File: src/rtl/lsu_pkg.sv
// Shared definitions for the load/store unit: funct3 encodings, FSM states, response codes
// and the request legality helper.
package lsu_pkg;

  localparam logic [2:0] F3_B  = 3'b000;
  localparam logic [2:0] F3_H  = 3'b001;
  localparam logic [2:0] F3_W  = 3'b010;
  localparam logic [2:0] F3_BU = 3'b100;
  localparam logic [2:0] F3_HU = 3'b101;

  // dmem is only ever accessed as a full word
  localparam logic [2:0] DMEM_MASK_WORD = 3'b010;

  typedef enum logic [1:0] {
    IDLE  = 2'b00,
    READ  = 2'b01,
    WRITE = 2'b10,
    RESP  = 2'b11
  } lsu_state_e;

  typedef enum logic [1:0] {
    OK       = 2'b00,
    MISALIGN = 2'b01,
    RANGE    = 2'b10,
    ILLEGAL  = 2'b11
  } lsu_err_e;

  // Unsigned variants exist only for loads.
  function automatic logic funct3_legal(input logic we, input logic [2:0] funct3);
    case (funct3)
      F3_B, F3_H, F3_W: return 1'b1;
      F3_BU, F3_HU:     return !we;
      default:          return 1'b0;
    endcase
  endfunction

endpackage

File: src/rtl/lsu_align.sv
// Lane handling for the load/store unit: extracts and extends the selected byte/half of a
// loaded word, and merges sub-word store data into the old word for read-modify-write.
module lsu_align
  import lsu_pkg::*;
(
  input  logic [2:0]  funct3,
  input  logic [1:0]  lane,
  input  logic [31:0] old_word,
  input  logic [31:0] store_data,
  output logic [31:0] load_data,
  output logic [31:0] store_word
);

  logic [7:0]  sel_byte;
  logic [15:0] sel_half;

  // NOTE: every output of a combinational block gets a default first; a path that leaves one unassigned infers a latch.
  always_comb begin
    sel_byte   = old_word[{lane, 3'b000} +: 8];
    sel_half   = lane[1] ? old_word[31:16] : old_word[15:0];
    load_data  = old_word;
    store_word = old_word;

    case (funct3)
      F3_B:    load_data = {{24{sel_byte[7]}}, sel_byte};
      F3_BU:   load_data = {24'h0, sel_byte};
      F3_H:    load_data = {{16{sel_half[15]}}, sel_half};
      F3_HU:   load_data = {16'h0, sel_half};
      default: load_data = old_word;
    endcase

    // Only the addressed lane changes; the neighbouring bytes come from the word just read.
    case (funct3[1:0])
      2'b00: store_word[{lane, 3'b000} +: 8] = store_data[7:0];
      2'b01: begin
        if (lane[1]) store_word[31:16] = store_data[15:0];
        else         store_word[15:0]  = store_data[15:0];
      end
      default: store_word = store_data;
    endcase
  end

endmodule

File: src/rtl/load_store_unit.sv
// Load/store unit: valid/ready request -> whole-word dmem accesses, sub-word loads by extraction,
// sub-word stores by read-modify-write. Define LSU_MISALIGN_TRAP_EN to trap misaligned half/word.
module load_store_unit
  import lsu_pkg::*;
#(
  parameter int DMEM_DEPTH = 64
) (
  input  logic        clk,
  input  logic        rst,
  input  logic        req_valid,
  output logic        req_ready,
  input  logic        req_we,
  input  logic [2:0]  req_funct3,
  input  logic [31:0] req_addr,
  input  logic [31:0] req_wdata,
  output logic        rsp_valid,
  input  logic        rsp_ready,
  output logic [31:0] rsp_rdata,
  output logic [1:0]  rsp_err,
  output logic [31:0] dmem_addr,
  output logic [31:0] dmem_wr_data,
  output logic        dmem_mem_wr,
  output logic        dmem_mem_rd,
  output logic [2:0]  dmem_mask,
  input  logic [31:0] dmem_rdata
);

  localparam logic [31:0] ADDR_LIMIT = 32'(DMEM_DEPTH * 4);

  lsu_state_e  state_q, state_d;
  logic        we_q;
  logic [2:0]  funct3_q;
  logic [1:0]  lane_q;
  logic [31:0] wdata_q;
  logic [31:0] dmem_addr_q;
  logic [31:0] wr_data_q;
  logic [31:0] rdata_q;
  lsu_err_e    err_q;

  logic        accept;
  lsu_err_e    req_err;
  logic [31:0] req_addr_eff;
  logic [31:0] load_data;
  logic [31:0] store_word;

  assign accept = req_valid && req_ready;

  // Request classification, evaluated on the raw address; the effective address drops the
  // low bits that a half/word access cannot use.
  always_comb begin
    req_addr_eff = req_addr;
    case (req_funct3[1:0])
      2'b01:   req_addr_eff[0]   = 1'b0;
      2'b10:   req_addr_eff[1:0] = 2'b00;
      default: ;
    endcase

    if (!funct3_legal(req_we, req_funct3)) req_err = ILLEGAL;
    else if (req_addr >= ADDR_LIMIT)       req_err = RANGE;
`ifdef LSU_MISALIGN_TRAP_EN
    else if (req_addr != req_addr_eff)     req_err = MISALIGN;
`endif
    else                                   req_err = OK;
  end

  // NOTE: sequential state uses non-blocking (<=) so all registers update from the same pre-edge values.
  always_ff @(posedge clk or posedge rst) begin
    if (rst) state_q <= IDLE;
    else     state_q <= state_d;
  end

  always_comb begin
    state_d     = state_q;
    req_ready   = 1'b0;
    rsp_valid   = 1'b0;
    dmem_mem_rd = 1'b0;
    dmem_mem_wr = 1'b0;
    case (state_q)
      IDLE: begin
        req_ready = 1'b1;
        if (accept) begin
          if (req_err != OK)                            state_d = RESP;
          else if (!req_we || req_funct3[1:0] != 2'b10) state_d = READ;
          else                                          state_d = WRITE;
        end
      end
      READ: begin
        dmem_mem_rd = 1'b1;
        state_d     = we_q ? WRITE : RESP;
      end
      WRITE: begin
        dmem_mem_wr = 1'b1;
        state_d     = RESP;
      end
      RESP: begin
        rsp_valid = 1'b1;
        if (rsp_ready) state_d = IDLE;
      end
      default: state_d = IDLE;
    endcase
  end

  always_ff @(posedge clk or posedge rst) begin
    if (rst) begin
      we_q        <= 1'b0;
      funct3_q    <= 3'b000;
      lane_q      <= 2'b00;
      wdata_q     <= '0;
      dmem_addr_q <= '0;
      wr_data_q   <= '0;
      rdata_q     <= '0;
      err_q       <= OK;
    end else begin
      case (state_q)
        IDLE: begin
          if (accept) begin
            we_q     <= req_we;
            funct3_q <= req_funct3;
            lane_q   <= req_addr_eff[1:0];
            wdata_q  <= req_wdata;
            err_q    <= req_err;
            rdata_q  <= '0;
            // Faulting requests leave the dmem-facing registers untouched.
            if (req_err == OK) begin
              dmem_addr_q <= {req_addr_eff[31:2], 2'b00};
              wr_data_q   <= req_wdata;
            end
          end
        end
        READ: begin
          if (we_q) wr_data_q <= store_word;
          else      rdata_q   <= load_data;
        end
        RESP: begin
          if (rsp_ready) begin
            rdata_q <= '0;
            err_q   <= OK;
          end
        end
        default: ;
      endcase
    end
  end

  lsu_align u_align (
    .funct3     (funct3_q),
    .lane       (lane_q),
    .old_word   (dmem_rdata),
    .store_data (wdata_q),
    .load_data  (load_data),
    .store_word (store_word)
  );

  assign rsp_rdata    = rdata_q;
  assign rsp_err      = err_q;
  assign dmem_addr    = dmem_addr_q;
  assign dmem_wr_data = wr_data_q;
  assign dmem_mask    = DMEM_MASK_WORD;

endmodule

File: config.mk
export PLATFORM = sky130hd
export DESIGN_NAME = load_store_unit
export DESIGN_NICKNAME = d
export VERILOG_FILES = /design/src/rtl/lsu_pkg.sv /design/src/rtl/lsu_align.sv /design/src/rtl/load_store_unit.sv
export SDC_FILE = /design/constraint.sdc
export NUM_CORES = 1
export LEC_CHECK = 0
export CORE_UTILIZATION = 55
export CTS_CLUSTER_DIAMETER = 40
export DETAILED_ROUTE_END_ITERATION = 12
export DONT_BUFFER_PORTS = 1
export PLACE_DENSITY = 0.7
export SLEW_MARGIN = 20
export SYNTH_ARGS = -nofsm -noshare
export SYNTH_HDL_FRONTEND = slang
export SYNTH_SLANG_ARGS = --single-unit
export TNS_END_PERCENT = 20
File: constraint.sdc
create_clock -name clk -period 9 [get_ports clk]
set_clock_uncertainty 0.2 [all_clocks]
set_input_delay 1.35 -clock clk [delete_from_list [all_inputs] [get_ports clk]]
set_output_delay 1.35 -clock clk [all_outputs]
set_load 0.02 [all_outputs]
==> results.md <==
* Peak Freq at 264 MHz
* Synthesized area at 6880 um^2
* Core box area at 12100 um^2
* Layout cells sized above 1 at 0.120
* PostCTS Resize Cnt at 0
* Post-synthesis sequential area ratio at 0.495
* DRT antenna net count at 0
* 1st-iter DRT viols at 453
* N_diodes at 0
* Setup slack at placement at 4.91 ns
* # rows at 40
* Min-delay worst type: flop to flop
* Finished Core Util at 0.624
* PortBufs at 0
* Tot Pwr at 2.90 mW
* GPL Wtd Cong at 0.920
* Worst setup margin at 5.22 ns
* Vias in the first global route at 5087
* RSZ-0062 raised after global routing: no
* Initial antenna violation count at 0
* Synth Area per Inst at 10.1 um^2
* Most common cell in the netlist: dfrtp_1
* Ys Warns at 0
* DR vias at 5391
* Num CTS Buffers at 17
* Yosys top cell by area: dfrtp_1
* Pin count of the biggest net entering global routing at 75
* Layout area overhead at 9.86%
* Worst skew pair latency at 0.42 ns
* Postcts setup bufs at 0
* Clock-pin slew of the registers on the worst-case setup and hold paths at 0.06 ns
* Nets@finish at 777
* Setup_tns at 0 ns
* Die width at 114 um
* Sequential Area at 3400 um^2
* Final setup vio count at 0
* Share of the synthesized area in the top cell type at 0.495
* Die Y at 114 um
* Total of max-cap violations at 0
* I/O pin cnt at 209
* Final Hold Slack at 0.311 ns
* Status: finished, final reports clean
* CP Launch Type: flop
* Main flop type after synthesis: dfrtp_1
* # fillers at 995
* CTS hold repair buffers at 0
* TritonRoute pass-1 iters at 5
* First-pass GRT wire length at 28600 um
* Final WL at 18700 um
* Worst-Margin Slew at 1.08 ns
* Final Hold Fails at 0
* Worst EP arrival at 3.90 ns
* Die area at 13000 um^2
* Area contributors post-synth: dfrtp_1 (49%), mux2_2 (5.6%), nand2_1 (5.1%)
* Initial Utilization at 0.568
* Fin crit share at 0.421
* PD cells at 384 nW/um^2
* Total GRT Usage at 0.294
* Instance count of the mapped netlist at 684
* Crit path kind: flop to flop
* H-tree depth at 4
* Wirelength per Cell at 22.3 um
* Clock buffer depth at 2
* Crit Path Max Fanout at 29
* Max Slew Vio Count at 0
* Leakage at 3.40 nW
* Clock Tree Root: clkbuf_16
* Area of the multi-input gates at 3240 um^2
* Synth top cells by count: dfrtp_1 (136), nand2_1 (94), o21ai_0 (56)
* Slew headroom at 0.281
* CTS sink count at 136
* Synth cell types at 52
* Largest vdd supply drop at 0.000196 V
* Asr flop ratio synth at 1.00
* EDFF count, synth at 0
* # DRC at 0
* Hpwl dp at 13700 um
* Flops & latches, synth at 136
* CTS tree: done
* DR vias/cell at 6.40
* Data required, critical path at 9.12 ns
* Minimum clock period at 3.78 ns
* Total gr overflow at 0
* CP Capture Type: flop
-- sequential cells by signal (all words and copies together), names as in the netlist --
| register | count |
|---|---|
| dmem_addr | 30 |
| dmem_wr_data | 32 |
| funct3_q | 3 |
| lane_q | 2 |
| rsp_err | 2 |
| rsp_rdata | 32 |
| state_q | 2 |
| wdata_q | 32 |
| we_q | 1 |
-- power breakdown --
| part | switching [mW] | internal [mW] | total (mW) |
|---|---|---|---|
| Clock | 0.262 | 0.457 | 0.719 |
| Sequential | 0.422 | 0.840 | 1.26 |
| Combinational | 0.545 | 0.376 | 0.921 |
| Total | 1.23 | 1.67 | 2.90 |
-- cell type report --
cell class | instances | share of cell area
sequential | 136 | 0.451
tap | 168 | 0.0278
multi-input combinational | 490 | 0.428
inverter | 10 | 0.00563
timing repair buffer | 6 | 0.00596
clock buffer | 21 | 0.0623
clock inverter | 11 | 0.0194
-- layout by cell type, fill, tap and decap left out, drive strengths merged, types with 5 or more instances in the layout --
master and instances:
dfrtp 136, nand2 94, o21ai 57, nor2 40, mux2 40, nand2b 30, nor2b 29, clkbuf 21
a22o 18, nand3 14, a21oi 14, a22oi 13, a221o 13, a211oi 12, ha 12, o22ai 10
a21o 10, a221oi 10, inv 10, o31ai 9, mux2i 6, and3 6, buf 6, clkinv 6
o211ai 5, a32oi 5, o221ai 5, conb 5
-- per-layer routing --
metal | up-vias | global-route usage | wire, um
met5 | - | 0 | 0
met4 | 0 | 0.137 | 499
met3 | 36 | 0.0882 | 1810
met2 | 263 | 0.443 | 8570
met1 | 2665 | 0.390 | 7860
li1 | 2427 | - | -
-- path summary, 6_finish.rpt --
check / startpoint / endpoint / slack (ns) / depth (start not counted)
worst max-delay path: lane_q[1] / dmem_wr_data[10] / 5.22 / 5
worst min-delay path: wdata_q[27] / wdata_q[27] / 0.31 / 1
worst max register to register: lane_q[1] / dmem_wr_data[10] / 5.22 / 5
worst min register to register: wdata_q[27] / wdata_q[27] / 0.31 / 1
max in group asynchronous: rst / funct3_q[1] / 6.60 / 2
min in group asynchronous: rst / dmem_addr[18] / 0.65 / 1
-- stage by stage --
| step | instances | area (um^2) |
|---|---|---|
| 2_1_floorplan | 687 | 6890 |
| 4_1_cts | 842 | 7550 |
| 3_5_place_dp | 810 | 6930 |
| 6_report | 842 | 7550 |
| 5_1_grt | 842 | 7550 |
| 3_3_place_gp | 810 | 6930 |
-- worst max-delay path, stage by stage (launching register included) --
cell      delay, ns
dfrtp_1        1.05
inv_1          0.57
ha_1           0.39
a211oi_1       0.88
a221oi_1       0.30
o31ai_1        0.29
-- kinds of logic after synthesis --
logic type | count (synthesis) | share of synthesized area
other | 2 | 0.00109
buffers and inverters | 61 | 0.0386
adder cells (fa/ha/maj) | 12 | 0.0218
AO/OA/AOI/OAI | 188 | 0.193
flip-flops | 136 | 0.495
multiplexers | 49 | 0.0841
AND/OR/NAND/NOR | 236 | 0.166
Power figures use the tool's default switching activity.
